<file path="src/rtl/bus_slave_regs.sv">
// bus_slave_regs: a 16-word register slave behind a select/ack handshake.
// Registers 0..14 are read/write. Register 15 is a read-only count of completed
// transfers. Each transfer is captured in IDLE, then optionally delayed in WAIT,
// then acknowledged for one cycle in ACK. The FSM parks in HOLD until the master
// releases select.
module bus_slave_regs #(
    parameter int unsigned WAIT_STATES = 1,
    parameter logic [31:0] RESET_VALUE = 32'h0000_0000
) (
    input  logic        clk,
    input  logic        rst,
    input  logic        select_i,
    input  logic [31:0] addr_i,
    input  logic        we_i,
    input  logic [31:0] data_i,
    output logic [31:0] data_o,
    output logic        ack_o
);

    localparam int unsigned DATA_W   = 32;
    localparam int unsigned IDX_W    = 4;
    localparam int unsigned CNT_W    = 4;
    localparam int unsigned NUM_REGS = 16;

    localparam logic [IDX_W-1:0] CNT_IDX   = IDX_W'(NUM_REGS - 1);
    localparam logic [CNT_W-1:0] WAIT_INIT = (WAIT_STATES > 0) ? CNT_W'(WAIT_STATES - 1) : CNT_W'(0);

    typedef enum logic [1:0] {
        IDLE = 2'd0,
        WAIT = 2'd1,
        ACK  = 2'd2,
        HOLD = 2'd3
    } state_t;

    state_t              r_state;
    logic [CNT_W-1:0]    r_wait_cnt;
    logic [IDX_W-1:0]    r_addr;
    logic                r_we;
    logic [DATA_W-1:0]   r_wdata;
    logic [DATA_W-1:0]   r_regs [NUM_REGS-1];
    logic [DATA_W-1:0]   r_txn_cnt;
    logic [DATA_W-1:0]   r_data_o;
    logic                r_ack;

    logic [IDX_W-1:0]    w_rd_addr;
    logic [DATA_W-1:0]   w_rd_data;
    logic                w_unused_addr;

    // Only the word index is decoded; the other address bits are ignored.
    assign w_unused_addr = ^{addr_i[31:6], addr_i[1:0]};

    // Read mux. With no wait states ACK is entered on the capture edge, so the
    // live address is used in IDLE and the latched address everywhere else.
    always_comb begin
        w_rd_addr = (r_state == IDLE) ? addr_i[5:2] : r_addr;
        w_rd_data = r_txn_cnt;
        if (w_rd_addr != CNT_IDX) begin
            w_rd_data = r_regs[w_rd_addr];
        end
    end

    // Handshake FSM, register file and transfer counter.
    always_ff @(posedge clk or negedge rst) begin
        if (!rst) begin
            r_state    <= IDLE;
            r_wait_cnt <= '0;
            r_addr     <= '0;
            r_we       <= 1'b0;
            r_wdata    <= '0;
            r_txn_cnt  <= '0;
            r_data_o   <= '0;
            r_ack      <= 1'b0;
            for (int k = 0; k < int'(NUM_REGS - 1); k++) begin
                r_regs[k] <= RESET_VALUE;
            end
        end else begin
            case (r_state)
                IDLE: begin
                    if (select_i) begin
                        r_addr  <= addr_i[5:2];
                        r_we    <= we_i;
                        r_wdata <= data_i;
                        if (WAIT_STATES > 0) begin
                            r_state    <= WAIT;
                            r_wait_cnt <= WAIT_INIT;
                        end else begin
                            r_state  <= ACK;
                            r_ack    <= 1'b1;
                            r_data_o <= we_i ? '0 : w_rd_data;
                        end
                    end
                end
                WAIT: begin
                    if (!select_i) begin
                        r_state <= IDLE;
                    end else if (r_wait_cnt == '0) begin
                        r_state  <= ACK;
                        r_ack    <= 1'b1;
                        r_data_o <= r_we ? '0 : w_rd_data;
                    end else begin
                        r_wait_cnt <= r_wait_cnt - CNT_W'(1);
                    end
                end
                ACK: begin
                    r_ack     <= 1'b0;
                    r_data_o  <= '0;
                    r_txn_cnt <= r_txn_cnt + DATA_W'(1);
                    if (r_we && (r_addr != CNT_IDX)) begin
                        r_regs[r_addr] <= r_wdata;
                    end
                    r_state <= select_i ? HOLD : IDLE;
                end
                HOLD: begin
                    if (!select_i) begin
                        r_state <= IDLE;
                    end
                end
                default: r_state <= IDLE;
            endcase
        end
    end

    assign data_o = r_data_o;
    assign ack_o  = r_ack;

endmodule

</file>
<file path="config.mk">
export PLATFORM = sky130hd
export DESIGN_NAME = bus_slave_regs
export DESIGN_NICKNAME = d
export VERILOG_FILES = /design/src/rtl/bus_slave_regs.sv
export SDC_FILE = /design/constraint.sdc
export NUM_CORES = 1
export LEC_CHECK = 0
export CORE_MARGIN = 1.5
export CORE_UTILIZATION = 45
export DETAILED_ROUTE_END_ITERATION = 10
export PLACE_DENSITY = 0.71
export SLEW_MARGIN = 0
export SYNTH_ARGS = -nofsm -noshare
export SYNTH_HDL_FRONTEND = slang
export SYNTH_SLANG_ARGS = --single-unit
</file>
<file path="constraint.sdc">
create_clock -name clk -period 2.15 [get_ports clk]
set_input_delay 0.215 -clock clk [delete_from_list [all_inputs] [get_ports clk]]
set_output_delay 0.215 -clock clk [all_outputs]
set_load 0.01 [all_outputs]
</file>
==> qor.yml <==
cp.arrival_ns: 2.78
fmax_mhz: 453.5
gr-total-overflow: 0
power-per-cell-area_mw_per_mm2: 1416
synth_area_per_cell_um2: 12.65
path_cells: "nor2_4 -> mux2_4 -> buf_6 -> nor2_4 -> buf_6 -> buf_12 -> a221oi_1 -> or3_1 -> nand3_1"
num-fill-cells: 4469
path_buf_inv: 3
ys_ff_latch: 588
ys_warn_count: 0
r2r_slack_ns: -0.06
coreArea_mm2: 0.05803
synth_edf_count: 0
via_count: 18350
synthesis.area_mm2: 0.02654
setup_ws_ns: -0.05530
violations: "setup timing"
clk_latency_ns: 0.64
grt_setup_unrepaired: "true"
grt_use_total_pct: 24.12
post-dp-hpwl_mm: 45.22
clk_pin_slew_ns: 0.06
clock_skew_ns: 0.02068
relSlewSlack_pct: 59.72
netlist_instances: 2098
min_path_type: "input pin to async pin"
crit_family: "simple AND/OR/NAND/NOR gates"
numCtsBuffers: 60
root_buffer: "clkbuf_16"
dieArea_mm2: 0.06045
endpoint_kind: "register"
final_net_count: 2346
critPathMaxStageDelay_ns: 0.46
htreeDepth: 2
start_util_pct: 45.75
crit_path_start: "r_state[0]$_DFFE_PN0P_"
synth_nets: 2169
drtPass1Iterations: 5
final_layout_size_suffix_gt1_share_pct: 40.12
reg2reg_to: "data_o[11]$_DFFE_PN0P_"
async_flop_share_pct: 100.0
cp.required_ns: 2.73
p_leak_nw: 15.32
max_cap_viol_count: 0
synth_area_leader_cell: "dfrtp_1"
synthDistinctLibCells: 56
critPathKind: "register to register"
numPortBuffers: 72
layout_min_cycle_time_ns: 2.205
viasPerCell: 5.942
setup_violations: 62
synth_top_area_share_pct: 55.43
grt_pass1_vias: 18730
drt-initial-drc-count: 1519
clock_sinks: 588
diodes: 0
place.gp.congestion: 0.8295
clk_path_buf_depth: 3
maxSlewViolCount: 0
area_growth_pct: 23.79
drt.antenna.violating_nets: 0
critical_path.endpoint: "data_o[11]$_DFFE_PN0P_"
antenna_found_initial: 0
remaining_drc_errors: 0
final_area_mm2: 0.03286
rr_worst_depth: 9
start_kind: "register"
place_area_mm2: 0.02977
tightest_slew_ns: 0.6043
timing.rr.start: "r_state[0]$_DFFE_PN0P_"
die_y_um: 245.9
post-place-ws_ns: -0.1975
ioPinCount: 101
grt_max_degree: 110
grt_pass1_wl_mm: 112.4
slowest_stage: "dfrtp_2"
synth-seq-area-share_pct: 55.43
run_status: "finished with violations"
vdd_ir_drop_max_uv: 804.4
cp_num_cells: 9
period_share_pct: 102.6
synth_ff_type: "dfrtp_1"
num_rows: 88
cts_tree: "built"
wl_per_cell_um: 23.99
routed_wl_mm: 74.09
path_max_fanout: 10
dieWidth_um: 245.9
finalHoldViolCount: 0
synth_area_leaders: "dfrtp_1, mux2_2, nand2_1"
[Yosys cell counts (30+ instances only)]
library cell	count
dfrtp_1	588
mux2_2	541
nand2_1	286
nand3_1	106
clkbuf_1	77
mux2i_1	67
buf_2	53
nand4_1	36
or3_1	33
a32oi_1	32
a22oi_1	31
a221oi_1	30
a32o_1	30
[timing repair]
| item | 4_1_cts | 5_1_grt |
|---|---|---|
| pin swaps | 25 | 48 |
| hold endpoints to repair | 372 | 0 |
| hold buffers | 1 | 0 |
| buffers inserted | 19 | 8 |
| cloned | 1 | 7 |
| setup endpoints to repair | 93 | 100 |
| resized for setup | 23 | 95 |
[power by group]
part	switching, W	internal (W)
combinational	0.00735	0.00854
sequential	0.00390	0.0156
clock	0.00451	0.00663
[layer usage]
metal | track usage (%) | part of all wire, %
met5 | 0 | 0
met4 | 7.885 | 3.1
met3 | 3.765 | 6.7
met2 | 39.52 | 48
met1 | 32.75 | 42
[metrics by stage]
step | util (%) | power [W] | hold WS, ns | setup TNS [ns] | cells
final | 56.63 | 0.04653 | 0.07541 | -1.304 | 3088
after global routing | 56.63 | 0.04877 | 0.08587 | -5.366 | 3088
after CTS | 55.54 | 0.04548 | 0.06289 | -0.8483 | 3075
after detailed placement | 51.30 | 0.03375 | 0.1374 | -6.111 | 2944
after global placement | 51.30 | 0.03293 | 0.1393 | -5.042 | 2944
after floorplan | - | 0.02744 | -0.08059 | 0 | 2098
[cells by family (layout without fill, tap and decap cells)]
| logic type | count (synthesis) | in the layout | share of synthesized area [%] |
|---|---|---|---|
| compound gates | 157 | 157 | 4.893 |
| simple gates | 527 | 527 | 9.390 |
| mux | 619 | 619 | 25.99 |
| fa+ha+maj | 3 | 3 | 0.1414 |
| xor+xnor | 31 | 31 | 1.023 |
| flops | 588 | 588 | 55.43 |
| buf+inv | 173 | 398 | 3.135 |
[area by class of cell]
| type | count | area [um2] | area share (%) |
|---|---|---|---|
| tap | 765 | 957.2 | 2.913 |
| timing repair buffer | 283 | 3471 | 10.56 |
| inverter | 5 | 18.77 | 0.05712 |
| clock inverter | 28 | 417.9 | 1.272 |
| clock buffer | 82 | 1704 | 5.186 |
| sequential | 588 | 14720 | 44.79 |
| multi-input combinational | 1337 | 11570 | 35.22 |
[registers in the layout, indices dropped and copies added, names as in the netlist, 2 cells and up]
register and count:
r_addr 4, r_wdata 32, r_txn_cnt 32, r_state 2, r_regs 480, data_o 32, r_wait_cnt 4
[worst min-delay path by stage]
stage / start / depth (start not counted) / to
after floorplan: rst / 0 / ack_o$_DFFE_PN0P_
after global placement: rst / 1 / r_regs[453]$_DFFE_PN0P_
after detailed placement: rst / 1 / r_regs[288]$_DFFE_PN0P_
after CTS: rst / 2 / r_regs[97]$_DFFE_PN0P_
after global routing: rst / 2 / r_regs[97]$_DFFE_PN0P_
final: rst / 2 / r_regs[97]$_DFFE_PN0P_
[cell usage in the layout (no fill, tap or decap), types with 6 or more instances in the layout]
cell type	netlist	routed
a21oi_1	8	8
a221oi_1	30	15
a221oi_2	0	15
a22oi_1	31	29
a32o_1	30	28
a32oi_1	32	28
and4_1	6	6
buf_12	0	75
buf_4	15	110
buf_6	8	14
bufinv_16	0	9
clkbuf_1	77	10
clkbuf_16	0	66
clkbuf_8	0	12
clkdlybuf4s50_1	0	71
clkinv_2	0	12
dfrtp_1	588	586
mux2_1	10	9
mux2_2	541	506
mux2_4	0	36
mux2i_1	67	64
nand2_1	286	271
nand2_2	0	10
nand2b_1	6	6
nand3_1	106	103
nand3b_1	6	6
nand4_1	36	36
nor2_1	12	8
nor2_4	2	10
or3_1	33	32
xnor2_1	25	25
xor2_1	6	6
(Power assumes the default switching activity.)
